`src/rtl/fetch_stage.sv`:
```
// rtl/fetch_stage.sv - instruction fetch stage: PC, imem addressing, one-entry skid buffer, redirect squash
// Optional FETCH_PERF_EN adds fetch/bubble performance counters.
module fetch_stage #(
    parameter int          ADDR_W = 12,
    parameter logic [31:0] NOP    = 32'h0000_0000
) (
    input  logic              clock,
    input  logic              reset,
    output logic [ADDR_W-1:0] address_imem,
    input  logic [31:0]       q_imem,
    input  logic              in_stall,
    input  logic              in_redirect,
    input  logic [31:0]       in_target,
    output logic [31:0]       out_IR,
    output logic [31:0]       out_PC_next,
    output logic              out_valid
`ifdef FETCH_PERF_EN
    ,
    output logic [31:0]       out_fetch_count,
    output logic [31:0]       out_bubble_count
`endif
);

    // STREAM: a read is in flight (data on q_imem now); HELD: one instruction parked in the skid
    typedef enum logic [1:0] {
        S_EMPTY  = 2'b00,
        S_STREAM = 2'b01,
        S_HELD   = 2'b10
    } state_t;

    state_t      state_q, state_d;
    logic [31:0] pc_q, pc_d;
    logic [31:0] pend_pc_q, pend_pc_d;
    logic [31:0] skid_ir_q, skid_ir_d;
    logic [31:0] skid_pc_q, skid_pc_d;

    logic [31:0] sel_ir;
    logic [31:0] sel_pc_next;

    assign address_imem = pc_q[ADDR_W-1:0];

    always_comb begin
        sel_ir      = NOP;
        sel_pc_next = 32'd0;
        case (state_q)
            S_HELD: begin
                sel_ir      = skid_ir_q;
                sel_pc_next = skid_pc_q + 32'd1;
            end
            S_STREAM: begin
                sel_ir      = q_imem;
                sel_pc_next = pend_pc_q + 32'd1;
            end
            default: begin
                sel_ir      = NOP;
                sel_pc_next = 32'd0;
            end
        endcase
        out_valid   = (state_q != S_EMPTY) && !in_redirect;
        out_IR      = out_valid ? sel_ir : NOP;
        out_PC_next = sel_pc_next;
    end

    always_comb begin
        state_d   = state_q;
        pc_d      = pc_q;
        pend_pc_d = pend_pc_q;
        skid_ir_d = skid_ir_q;
        skid_pc_d = skid_pc_q;
        if (in_redirect) begin
            pc_d    = in_target;
            state_d = S_EMPTY;
        end else if (in_stall && out_valid) begin
            if (state_q == S_STREAM) begin
                skid_ir_d = q_imem;
                skid_pc_d = pend_pc_q;
                state_d   = S_HELD;
            end
        end else begin
            // Includes EMPTY under stall: prefetching is harmless because the latch is held anyway
            pend_pc_d = pc_q;
            pc_d      = pc_q + 32'd1;
            state_d   = S_STREAM;
        end
    end

    always_ff @(posedge clock) begin
        if (reset) begin
            state_q   <= S_EMPTY;
            pc_q      <= 32'd0;
            pend_pc_q <= 32'd0;
            skid_ir_q <= NOP;
            skid_pc_q <= 32'd0;
        end else begin
            state_q   <= state_d;
            pc_q      <= pc_d;
            pend_pc_q <= pend_pc_d;
            skid_ir_q <= skid_ir_d;
            skid_pc_q <= skid_pc_d;
        end
    end

`ifdef FETCH_PERF_EN
    logic [31:0] fetch_count_q, fetch_count_d;
    logic [31:0] bubble_count_q, bubble_count_d;

    always_comb begin
        fetch_count_d  = fetch_count_q;
        bubble_count_d = bubble_count_q;
        if (out_valid && !in_stall) begin
            fetch_count_d = fetch_count_q + 32'd1;
        end
        if (!out_valid) begin
            bubble_count_d = bubble_count_q + 32'd1;
        end
    end

    always_ff @(posedge clock) begin
        if (reset) begin
            fetch_count_q  <= 32'd0;
            bubble_count_q <= 32'd0;
        end else begin
            fetch_count_q  <= fetch_count_d;
            bubble_count_q <= bubble_count_d;
        end
    end

    assign out_fetch_count  = fetch_count_q;
    assign out_bubble_count = bubble_count_q;
`endif

endmodule

```
`config.mk`:
```
export PLATFORM = sky130hd
export DESIGN_NAME = fetch_stage
export DESIGN_NICKNAME = d
export VERILOG_FILES = /design/src/rtl/fetch_stage.sv
export SDC_FILE = /design/constraint.sdc
export NUM_CORES = 1
export LEC_CHECK = 0
export ABC_AREA = 1
export CAP_MARGIN = 25
export CORE_MARGIN = 2
export CORE_UTILIZATION = 31
export CTS_CLUSTER_SIZE = 12
export DETAILED_ROUTE_END_ITERATION = 8
export PLACE_DENSITY = 0.63
export SYNTH_ARGS = -nofsm -noshare
export SYNTH_HDL_FRONTEND = slang
export SYNTH_SLANG_ARGS = --single-unit
```
`constraint.sdc`:
```
create_clock -name clock -period 6.5 [get_ports clock]
set_input_delay 1.95 -clock clock [delete_from_list [all_inputs] [get_ports clock]]
set_output_delay 1.95 -clock clock [all_outputs]
set_load 0.02 [all_outputs]
```
; ---- After elaboration in Yosys (flattened, before gate mapping)
; Cells that the tools add are included.
[totals]
regBits = 130
in_bits = 68
out_inout_bits = 77
elab_cells = 30
[op_classes]
addsub = 3
eq_ne = 4
mux = 7
bitwise_logic = 2
reduce_logical = 8
[ops]
columns = cell, count
row1 = 32-bit one-hot mux with 2 select lines, 2
row2 = "32-bit by 1-bit adder with 32-bit output, second input constant", 3
row3 = 32-bit two-way mux, 3
row4 = 3-bit AND reduction, 1
row5 = 3-bit OR reduction, 1
row6 = "2-bit by 1-bit equality test with 1-bit output, second input constant", 1
row7 = "2-bit equality test, second input constant", 1
row8 = 1-bit logical AND, 2
row9 = 1-bit two-way mux, 2
row10 = "2-bit by 1-bit inequality test with 1-bit output, second input constant", 1
row11 = "2-bit inequality test, second input constant", 1
row12 = 1-bit inverter, 2
row13 = 2-bit AND reduction, 1
row14 = 2-bit nonzero test, 1
row15 = 2-bit OR reduction, 1
row16 = 1-bit logical NOT, 1

; ---- Longest topological paths before layout
[logic_depth]
depth_word = 5
depth_mapped = 14
ltp_nobuf = 13

; ---- Worst setup path after synthesis
; Ideal clock, no wire load.
[synth_timing]
path_kind = input port to output port
from = input port in_redirect
to = output port out_IR[10]
arrival_ns = 3.097
t_required_ns = 4.550
setup_slack_ns = 1.453
stages = 5
path_buffers = 2
cell_sequence = buf_2 -> nor2_2 -> nand2_1 -> clkbuf_1 -> a21oi_1
[synth_via]
elab_chain_cells = 3
[synth_lines]
columns = element, line
row1 = start: declaration, 12  ; input logic in_redirect,
row2 = 1-bit logical NOT, 59  ; out_valid = (state_q != S_EMPTY) && !in_redirect;
row3 = 1-bit logical AND, 59
row4 = net out_valid, 16  ; output logic out_valid
row5 = 32-bit two-way mux, 60  ; out_IR = out_valid ? sel_ir : NOP;
row6 = end: declaration, 14  ; output logic [31:0] out_IR,
; The timed path passes the listed nets, and every way through them passes these cells.

; ---- Final worst setup path
[layout_timing]
from = input port in_redirect
to = output port out_IR[20]
[layout_via]
elab_chain_cells = 3
[layout_lines]
columns = element, line
row1 = 1-bit logical NOT, 59
row2 = 1-bit logical AND, 59
row3 = 32-bit two-way mux, 60
; Every way passes these cells.

==> impl_metrics.py <==
metrics = {
    "layout": {
        "drive_gt1_frac": 0.0840,
        "fin_nets": 1417,
        "layout_common_cells": "nand2_1, a21oi_1, clkdlybuf4s50_1",
        "antenna_cells": 0,
        "final_common_cell": "nand2_1",
        "syn2layout_area_growth_pct": 27.6,
        "stdcell_count": 1687,
    },
    "min_path": {
        "holdCritStartpoint": "skid_pc_q[27]",
        "min_path_type": "reg2reg",
        "holdPathEnd": "skid_pc_q[27]",
        "min_path_cells": 2,
    },
    "clock_tree": {
        "postCtsHoldBufs": 0,
        "clkTransAtPathRegs_ps": 50,
        "clock-sinks": 130,
        "cts_htree_levels": 4,
        "clock_latency_ps": 410,
        "post_cts_buffers": 0,
        "cts_made_buffers": 17,
        "clk_path_buf_depth": 2,
        "cts_resized": 0,
        "cts_root_buffer": "clkbuf_16",
        "tritoncts": "built",
    },
    "routing": {
        "met1_length_mm": 11.7,
        "ant_nets": 0,
        "drc": 0,
        "drt-initial-drc-count": 678,
        "top_layer": "met4",
        "wl_met2_mm": 10.6,
        "drtPass1Iterations": 7,
        "dr_total_vias": 8211,
        "wire_per_inst_um": 14.1,
        "drt_wl_total_mm": 23.9,
        "route.met3.wl_mm": 1.19,
        "vias_per_cell": 4.87,
    },
    "sta": {
        "finalSetupViolCount": 0,
        "fin_skew_ps": 8.81,
        "worst_pin_slew_ps": 761,
        "fin_crit_sh": 0.862,
        "rsz0062_at_grt": "false",
        "max_freq_mhz": 178,
        "final_max_slew_viol_count": 0,
        "finalHoldViolCount": 0,
        "post-route-min-period_ps": 5600,
        "setup-tns-final_ps": 0,
        "timing.hold.ws_ps": 460,
        "slew_headroom": 0.493,
    },
    "critical_path": {
        "crit_path_max_incr_delay_ps": 630,
        "endpoint_kind": "primary output",
        "rrSetupSlack_ps": 3440,
        "cp.required_ps": 4550,
        "r2r.worst_path.cells": 9,
        "worstSetupPathType": "in2out",
        "cp_cell_sequence": "clkdlybuf4s50_1, nor2_2, nand2_1, buf_4, a21oi_1, clkdlybuf4s50_1",
        "cp_common_cell": "clkdlybuf4s50_1",
        "cp_slowest_cell": "clkdlybuf4s50_1",
        "worst-path-stages": 6,
        "regToRegEndpoint": "skid_pc_q[20]",
        "critical_path_arrival_ps": 3650,
        "cp_max_fo": 32,
        "crit_family": "buffers and inverters",
        "crit_path_start_kind": "input port",
        "r2r_start": "state_q[0]",
        "crit_buf_inv": 3,
    },
    "floorplanning": {
        "top_level_ports": 145,
        "initial_utilization": 0.313,
        "row_count": 58,
        "core_mm2": 0.0250,
        "dieArea_mm2": 0.0265,
        "die_h_um": 163,
        "dieWidth_um": 163,
    },
    "synth": {
        "syn_area_per_cell_um2": 6.24,
        "synth_seq_cells": 130,
        "synth_top_area_share": 0.333,
        "ys_warn_count": 0,
        "synthesis.nets": 1326,
        "yosysUniqueCellTypes": 41,
        "synthesis.area_mm2": 0.00782,
        "synthCells": 1253,
        "yosysTopAreaCell": "dfxtp_1",
        "yosys-top-cells-area": "dfxtp_1, nand2_1, a21oi_1",
        "seq_area_frac_synth": 0.333,
    },
    "status": {
        "status": "complete, no violations",
    },
    "power": {
        "peakVddDrop_mv": 0.187,
        "leakage_nw": 3.51,
        "totalPowerFinal_mw": 2.11,
        "powerDensity_mw_per_mm2": 212,
    },
    "placed_design": {
        "place_congestion": 0.915,
        "dp.cells": 1655,
        "io_buffers": 144,
        "dp_hpwl_mm": 17.1,
    },
    "global_routing": {
        "grt_start_max_net_pins": 67,
        "overflow": 0,
        "grtUsageTotal": 0.180,
        "antenna_found_initial": 0,
        "grt_pass1_vias": 7593,
        "grt_first_pass_wirelength_mm": 38.6,
    },
    "run": {
        "drv_cap": 0,
    },
}
## report_power, final
| part | internal, mW | switching, mW | leakage, nW | total [mW] |
|---|---|---|---|---|
| Sequential | 0.829 | 0.0359 | 1.06 | 0.865 |
| Clock | 0.671 | 0.341 | 0.299 | 1.01 |
| Combinational | 0.0942 | 0.140 | 2.15 | 0.234 |
| Total | 1.59 | 0.517 | 3.51 | 2.11 |
## through the flow
| step | instance area [µm²] | utilization | worst slack [ps] |
|---|---|---|---|
| after CTS | 9980 | 0.400 | 873 |
| after global routing | 9980 | 0.400 | 723 |
| final | 9980 | 0.400 | 897 |
| after floorplan | 7820 | - | 1450 |
| after global placement | 9320 | 0.373 | 922 |
| after detailed placement | 9350 | 0.374 | 883 |
## sequential cells by signal, summed over array words and instances (netlist names)
| signal | flops |
|---|---|
| pc_q | 32 |
| pend_pc_q | 32 |
| skid_ir_q | 32 |
| skid_pc_q | 32 |
| state_q | 2 |
## how the worst max path moves through the flow
stage                       to         from  slack [ps]
2_1_floorplan       out_IR[10]  in_redirect        1450
3_3_place_gp        out_IR[28]  in_redirect         920
3_5_place_dp        out_IR[22]  in_redirect         880
4_1_cts             out_IR[22]  in_redirect         870
5_1_grt        out_PC_next[13]   state_q[1]         720
6_report            out_IR[20]  in_redirect         900
## tightest hold or removal path: stages (launching register included)
cell	delay, ps
dfxtp_1	310
nand2_1	60
a21oi_1	50
## cell usage after synthesis (all sizes together)
cell and number:
a211oi 11, a21o 1, a21oi 165, a31oi 3, buf 42, clkbuf 42
clkinv 1, dfxtp 130, ha 5, inv 75, mux2i 1, nand2 411
nand3 107, nand3b 2, nand4 3, nor2 157, nor3 9, nor3b 1
nor4 1, o211a 1, o211ai 4, o21a 1, o21ai 72, o221ai 1
o22ai 1, or2 2, xnor2 2, xor2 2
## layer usage
layer,GRT usage,vias to the layer above
met1,0.256,3709
met5,0,-
met3,0.0351,28
met2,0.279,221
li1,-,4253
met4,0.0479,0
## cell families (layout without fill, tap and decap cells)
group / count (synthesis) / count (layout) / synth area share
fa+ha+maj: 5 / 5 / 0.00800
simple gates: 693 / 693 / 0.383
mux: 1 / 1 / 0.00128
xor+xnor: 4 / 4 / 0.00448
buf+inv: 160 / 264 / 0.0944
compound gates: 260 / 260 / 0.176
flops: 130 / 130 / 0.333
## layout make-up
class | instances | area [µm²]
clock buffers | 23 | 478
clock inverters | 9 | 153
fillers | 2660 | 15000
inverters | 76 | 285
multi-input cells | 963 | 4500
flip-flops and latches | 130 | 2600
well taps | 330 | 413
repair buffers | 156 | 1550
(Power assumes the default switching activity.)
